==> src/rtl/regfile_write_arbiter_if.sv <==
// Writeback request channel: one requester presents a destination register and
// its data, and holds them until the arbiter answers with ready.
interface regfile_write_arbiter_if #(
  parameter int DATA_W = 32,
  parameter int ADDR_W = 5
);
  logic              valid;
  logic              ready;
  logic [ADDR_W-1:0] addr;
  logic [DATA_W-1:0] data;

  // Requester side: drives the request, observes the grant.
  modport master (
    output valid,
    output addr,
    output data,
    input  ready
  );

  // Arbiter side: observes the request, drives the grant.
  modport slave (
    input  valid,
    input  addr,
    input  data,
    output ready
  );
endinterface

==> src/rtl/regfile_write_arbiter.sv <==
// Shares the register file's single write port between two writeback requesters
// (A = ALU, B = load / multi-cycle unit) with round-robin arbitration, and keeps
// a busy scoreboard of reserved destinations for RAW hazard detection in decode.
module regfile_write_arbiter #(
  parameter int DATA_W = 32,
  parameter int ADDR_W = 5,
  parameter int NREG   = 32
) (
  input  logic                   clk,
  input  logic                   rst_n,
  regfile_write_arbiter_if.slave a_if,
  regfile_write_arbiter_if.slave b_if,
  input  logic                   rsv_valid,
  input  logic [ADDR_W-1:0]      rsv_addr,
  input  logic [ADDR_W-1:0]      ra,
  input  logic [ADDR_W-1:0]      rb,
  output logic                   ra_busy,
  output logic                   rb_busy,
  output logic                   RegWrite,
  output logic [ADDR_W-1:0]      rc,
  output logic [DATA_W-1:0]      dc,
  output logic                   last_grant
);

  localparam logic [NREG-1:0] ONE_HOT_0 = {{(NREG-1){1'b0}}, 1'b1};

  logic              a_ready_s;
  logic              b_ready_s;
  logic              hs_s;
  logic [ADDR_W-1:0] win_addr_s;
  logic [DATA_W-1:0] win_data_s;
  logic [NREG-1:0]   set_mask_s;
  logic [NREG-1:0]   clr_mask_s;

  logic              regwrite_d,   regwrite_q;
  logic [ADDR_W-1:0] rc_d,         rc_q;
  logic [DATA_W-1:0] dc_d,         dc_q;
  logic              last_grant_d, last_grant_q;
  logic [NREG-1:0]   busy_d,       busy_q;

  // Round-robin grant: on contention the side that did not win last time goes.
  always_comb begin
    a_ready_s = 1'b0;
    b_ready_s = 1'b0;
    if (!rst_n) begin
      a_ready_s = 1'b0;
      b_ready_s = 1'b0;
    end else if (a_if.valid && b_if.valid) begin
      if (last_grant_q) begin
        a_ready_s = 1'b1;
      end else begin
        b_ready_s = 1'b1;
      end
    end else begin
      a_ready_s = a_if.valid;
      b_ready_s = b_if.valid;
    end
  end

  // Next-state for the output stage and the scoreboard; a reservation wins
  // over a same-edge clear so the newer producer keeps the register busy.
  always_comb begin
    hs_s       = a_ready_s | b_ready_s;
    win_addr_s = a_ready_s ? a_if.addr : b_if.addr;
    win_data_s = a_ready_s ? a_if.data : b_if.data;
    set_mask_s = (rsv_valid && (rsv_addr != {ADDR_W{1'b0}})) ? (ONE_HOT_0 << rsv_addr)
                                                             : {NREG{1'b0}};
    clr_mask_s = hs_s ? (ONE_HOT_0 << win_addr_s) : {NREG{1'b0}};
    busy_d     = ((busy_q & ~clr_mask_s) | set_mask_s) & ~ONE_HOT_0;
    regwrite_d   = 1'b0;
    rc_d         = rc_q;
    dc_d         = dc_q;
    last_grant_d = last_grant_q;
    if (hs_s) begin
      // Register 0 is hard-wired zero: the slot is consumed but nothing is written.
      regwrite_d   = (win_addr_s != {ADDR_W{1'b0}});
      rc_d         = win_addr_s;
      dc_d         = win_data_s;
      last_grant_d = b_ready_s;
    end else begin
      regwrite_d   = 1'b0;
      rc_d         = rc_q;
      dc_d         = dc_q;
      last_grant_d = last_grant_q;
    end
  end

  // State registers with synchronous active-low reset; A has first priority.
  always_ff @(posedge clk) begin
    if (!rst_n) begin
      regwrite_q   <= 1'b0;
      rc_q         <= {ADDR_W{1'b0}};
      dc_q         <= {DATA_W{1'b0}};
      last_grant_q <= 1'b1;
      busy_q       <= {NREG{1'b0}};
    end else begin
      regwrite_q   <= regwrite_d;
      rc_q         <= rc_d;
      dc_q         <= dc_d;
      last_grant_q <= last_grant_d;
      busy_q       <= busy_d;
    end
  end

  assign a_if.ready = a_ready_s;
  assign b_if.ready = b_ready_s;
  assign RegWrite   = regwrite_q;
  assign rc         = rc_q;
  assign dc         = dc_q;
  assign last_grant = last_grant_q;
  assign ra_busy    = busy_q[ra];
  assign rb_busy    = busy_q[rb];

endmodule
==> src/flat_wrapper.sv <==
// flat-port wrapper written by rule: the top's interface ports become plain ports
module regfile_write_arbiter_flat 
#(
  parameter int DATA_W = 32,
  parameter int ADDR_W = 5,
  parameter int NREG   = 32
)
  (clk, rst_n, rsv_valid, rsv_addr, ra, rb, ra_busy, rb_busy, RegWrite, rc, dc, last_grant, a_if_valid, a_if_addr, a_if_data, a_if_ready, b_if_valid, b_if_addr, b_if_data, b_if_ready);
  regfile_write_arbiter_if #(.DATA_W(DATA_W), .ADDR_W(ADDR_W)) a_if_i ();
  regfile_write_arbiter_if #(.DATA_W(DATA_W), .ADDR_W(ADDR_W)) b_if_i ();
  input  logic clk;
  input  logic rst_n;
  input  logic rsv_valid;
  input  logic [ADDR_W-1:0] rsv_addr;
  input  logic [ADDR_W-1:0] ra;
  input  logic [ADDR_W-1:0] rb;
  output logic ra_busy;
  output logic rb_busy;
  output logic RegWrite;
  output logic [ADDR_W-1:0] rc;
  output logic [DATA_W-1:0] dc;
  output logic last_grant;
  input wire logic [$bits(a_if_i.valid)-1:0] a_if_valid;
  input wire logic [$bits(a_if_i.addr)-1:0] a_if_addr;
  input wire logic [$bits(a_if_i.data)-1:0] a_if_data;
  output wire logic [$bits(a_if_i.ready)-1:0] a_if_ready;
  input wire logic [$bits(b_if_i.valid)-1:0] b_if_valid;
  input wire logic [$bits(b_if_i.addr)-1:0] b_if_addr;
  input wire logic [$bits(b_if_i.data)-1:0] b_if_data;
  output wire logic [$bits(b_if_i.ready)-1:0] b_if_ready;
  assign a_if_i.valid = a_if_valid;
  assign a_if_i.addr = a_if_addr;
  assign a_if_i.data = a_if_data;
  assign a_if_ready = a_if_i.ready;
  assign b_if_i.valid = b_if_valid;
  assign b_if_i.addr = b_if_addr;
  assign b_if_i.data = b_if_data;
  assign b_if_ready = b_if_i.ready;
  regfile_write_arbiter #(.DATA_W(DATA_W), .ADDR_W(ADDR_W), .NREG(NREG)) u_core (.clk(clk), .rst_n(rst_n), .a_if(a_if_i), .b_if(b_if_i), .rsv_valid(rsv_valid), .rsv_addr(rsv_addr), .ra(ra), .rb(rb), .ra_busy(ra_busy), .rb_busy(rb_busy), .RegWrite(RegWrite), .rc(rc), .dc(dc), .last_grant(last_grant));
endmodule
==> config.mk <==
export PLATFORM = sky130hd
export DESIGN_NAME = regfile_write_arbiter_flat
export DESIGN_NICKNAME = d
export VERILOG_FILES = /design/src/rtl/regfile_write_arbiter_if.sv /design/src/rtl/regfile_write_arbiter.sv /design/src/flat_wrapper.sv
export SDC_FILE = /design/constraint.sdc
export NUM_CORES = 1
export LEC_CHECK = 0
export ABC_AREA = 1
export ABC_CLOCK_PERIOD_IN_PS = 2200
export CORE_ASPECT_RATIO = 0.6
export CORE_MARGIN = 5
export CORE_UTILIZATION = 45
export CTS_CLUSTER_DIAMETER = 80
export DETAILED_ROUTE_END_ITERATION = 8
export PLACE_DENSITY = 0.88
export SYNTH_ARGS = -nofsm -noshare
export SYNTH_HDL_FRONTEND = slang
export SYNTH_SLANG_ARGS = --single-unit
==> constraint.sdc <==
create_clock -name clk -period 2.2 [get_ports clk]
set_input_delay 0.55 -clock clk [delete_from_list [all_inputs] [get_ports clk]]
set_output_delay 0.55 -clock clk [all_outputs]
set_load 0.05 [all_outputs]
==> results of run 1 <==
[logic make-up after synthesis]
family | synth area share [%]
AOI/OAI and AO/OA | 21.7
DFF | 36.3
and+or+nand+nor | 33.7
buffers and inverters | 8.27
[placed cells by master (no fill, tap or decap), drive strengths merged]
cell type        n
nand2          159
clkdlybuf4s50  122
nand3          106
o21ai           72
a21oi           71
dfxtp           70
buf             50
inv             35
nor2            21
clkbuf          12
o211ai          10
clkinv           6
dlygate4sd2      4
nor3             3
nor4             3
nand3b           2
dlymetal6s2s     2
a41oi            1
clkinvlp         1
clkdlybuf4s15    1
[report_power, final]
part / total (mW) / internal [mW] / switching (mW)
sequential: 1.38 / 1.34 / 0.0403
combinational: 1.11 / 0.452 / 0.655
clock: 1.33 / 0.788 / 0.545
[what timing repair did]
action                                  CTS  global route
pin swaps                                 3            12
resized for setup                        40            34
cloned                                    4             1
hold buffers                              0             0
endpoints found under the setup margin    4             5
setup buffers                             1             0
hold endpoints to repair                  0             0
[how the worst min path moves through the flow]
stage	from	end	slack, ns	depth (start not counted)
6_report	u_core.busy_q[4]	u_core.busy_q[4]	0.48	2
5_1_grt	u_core.busy_q[6]	u_core.busy_q[6]	0.50	2
4_1_cts	u_core.busy_q[4]	u_core.busy_q[4]	0.47	2
3_5_place_dp	u_core.busy_q[4]	u_core.busy_q[4]	0.47	2
3_3_place_gp	u_core.busy_q[6]	u_core.busy_q[6]	0.45	2
2_1_floorplan	u_core.busy_q[6]	u_core.busy_q[6]	0.44	2
[flip-flops by register name, summed over array words and instances, names as in the netlist]
signal / count
u_core.dc: 32
u_core.busy_q: 31
u_core.rc: 5
u_core.RegWrite: 1
u_core.last_grant: 1
[worst max-delay path: stages]
cell	delay, ns
clkdlybuf4s15_2	0.23
buf_6	0.15
o21ai_1	0.08
o211ai_1	0.20
nand3_1	0.10
nand2_1	0.07
nand2_1	0.06
nand2_2	0.08
buf_12	0.13
[per-layer routing]
metal	vias to the layer above	global-route usage, %	part of all wire (%)
met5	-	0	0
met4	0	12.8	3.8
met3	86	10.1	13
met2	353	46.2	45
met1	2279	35.6	39
li1	2304	-	-
[cell type report]
type                            instances  area [um2]  area share (%)
Clock buffer                           12         246            4.09
Clock inverter                          4        22.5           0.373
Inverter                               37         153            2.53
Multi-Input combinational cell        448        2230            36.9
Sequential cell                        70        1400            23.2
Tap cell                              112         140            2.32
Timing Repair Buffer                  179        1840            30.5
Timing Repair inverter                  1        3.75          0.0622
[stage by stage]
| stage | instance area, um2 | cells |
|---|---|---|
| after floorplan | 3870 | 593 |
| after global placement | 5590 | 841 |
| after detailed placement | 5590 | 841 |
| after CTS | 5930 | 862 |
| after global routing | 6030 | 863 |
| final | 6030 | 863 |
==> run summary, run 1 <==
The per-cell routed wire length is 17.7 um. The startpoint identified for the worst register-to-register timing path is u_core.last_grant. The post-synthesis sequential element count is 70.

The count of pins on the block boundary came out at approximately 140. The total via count after detailed routing is ~5k. The distinct cell type count of the synthesized netlist is 26. The flow ran to the end, but the final reports show violations. The worst IR drop on VDD came out at roughly 450 uV. The total clock sinks came out at 70.

The share of final-layout standard cells stronger than drive strength 1 came out at 15.0%. The initial antenna violation count came out at 0. The core footprint is between 8000 and 9000 um2.

The worst-case clock skew came out at roughly 0.0033 ns. The worst setup path is captured at a primary output. The number of maximum-capacitance constraint violations came out at 0.

At the worst endpoint, the arrival time is roughly 1.7 ns. The setup path with the least slack is of type in2out. By instance count, the leading cell after synthesis is nand2_1. After the first detailed-routing iteration, the DRC count stood at between 700 and 800.

The capturing element of the worst setup path is rb_busy. The DRC violation count after routing came out at 0. The first detailed-routing pass took 6 iterations.

Compared with the post-synthesis result, the final layout area differs by 56.3%. The final weighted congestion of routability-driven global placement is about 1. The count of final hold-check violations is 0. The share of the synthesized area in the top cell type came out at between 30% and 40%. The number of cells produced by synthesis is roughly 590.

By area the synthesized netlist is led by dfxtp_1, nand2_1, nand3_1. The total congestion overflow after global routing came out at 0. The chip width came out at about 130 um.

The floorplan die area came out at approximately 11000 um2. The total length of routed wires came out at 15300 um. The wire length of the first global-routing pass came out at between 20000 and 25000 um. Of all cell types, the one taking the most synthesized area is dfxtp_1. The number of buffer cells added on primary ports came out at 136. The cell depth of the worst flop-to-flop path is 10. After layout, the worst setup slack is -0.0177 ns. The worst register-to-register path ends at u_core.busy_q[25]. The final layout net count came out at 840.

The total global routing track utilization came out at between 20 and 30%. Clock-pin slew was measured on the worst setup and hold paths at ~0.050 ns. The via count of the first global-routing pass came out at around 4.8k.

The final core utilization came out at 71.6%. The worst-case hold slack is ~0.48 ns. TritonCTS built the clock tree. The CTS buffer count came out at 9. The slew at the pin with the worst max-slew slack came out at roughly 0.55 ns. Dividing the final minimum period by the clock period gives 101%. Static timing analysis puts the maximum clock frequency at approximately 0.45 GHz. The checks that failed: setup timing. Detailed placement ended at an HPWL of ~11000 um. The maximum root-to-sink buffer count came out at 2. The clock reaches the later pin of the worst-skew pair after between 0.3 and 0.4 ns. For this run, asynchronously set or reset flops after synthesis account for 0%. CTS placed an instance of clkbuf_16 at the clock tree root.

The total inserted antenna cells came out at 0. The post-synthesis net count is around 690. The antenna violation net count after detailed routing came out at 0. The initial utilization of the core area, before any placement, comes to 45.8%. For this run, the number of Yosys warnings is 0. The launch point of the critical path is rb[1]. The final count of pins violating max slew was 0. Summed over all cells, the static leakage comes to about 2.3 nW. The power per unit of standard cell area is between 600 and 700 nW/um2. The synthesized area per cell came out at between 6 and 7 um2. The floorplan row count is 26. The setup-violating endpoint count in the final report is 1.

The number of H-tree levels is 3. The worst pin sits at a relative slew slack of a little under two thirds. The worst slack after detailed placement came out at -0.433 ns. Counting I/O delays and the setup requirement, the final critical path takes 2.22 ns. The count of flip-flops with a built-in enable after synthesis is 0. In the routed layout, each cell is associated on average with a via count of just under 6. The number of filler instances in the final layout came out at between 600 and 700. The final sum of negative setup slack came out at -0.0177 ns. The min-delay analysis places its worst path in the category reg2reg.

Sequential elements use a little over a third of the synthesized area. The maximum net fanout on the critical path is 7. The maximum number of pins on one net before global-route repair is 39.

The design draws 3.82 mW. The worst register-to-register path has a setup slack of about 0.53 ns. The required time reported for the critical path endpoint came out at between 1.5 and 2 ns.

The kind of start point of the critical path is an input port. The most frequently used flop master after synthesis is dfxtp_1. The overall die height came out at between 80 and 90 um. Counting instances in the post-synthesis netlist gives the leading cell types as nand2_1, nand3_1, dfxtp_1. The post-synthesis instance area is about 3900 um2.
Power figures use the tool's default switching activity.
==> run 2, diff against run 1 <==
--- a/config.mk
+++ b/config.mk
@@ -7,6 +7,7 @@
 export LEC_CHECK = 0
 export ABC_AREA = 1
 export ABC_CLOCK_PERIOD_IN_PS = 2200
+export CAP_MARGIN = 20
 export CORE_ASPECT_RATIO = 0.6
 export CORE_MARGIN = 5
 export CORE_UTILIZATION = 45
==> results of run 2 <==
Final layout, timing and power as in run 1 (identical DEF).
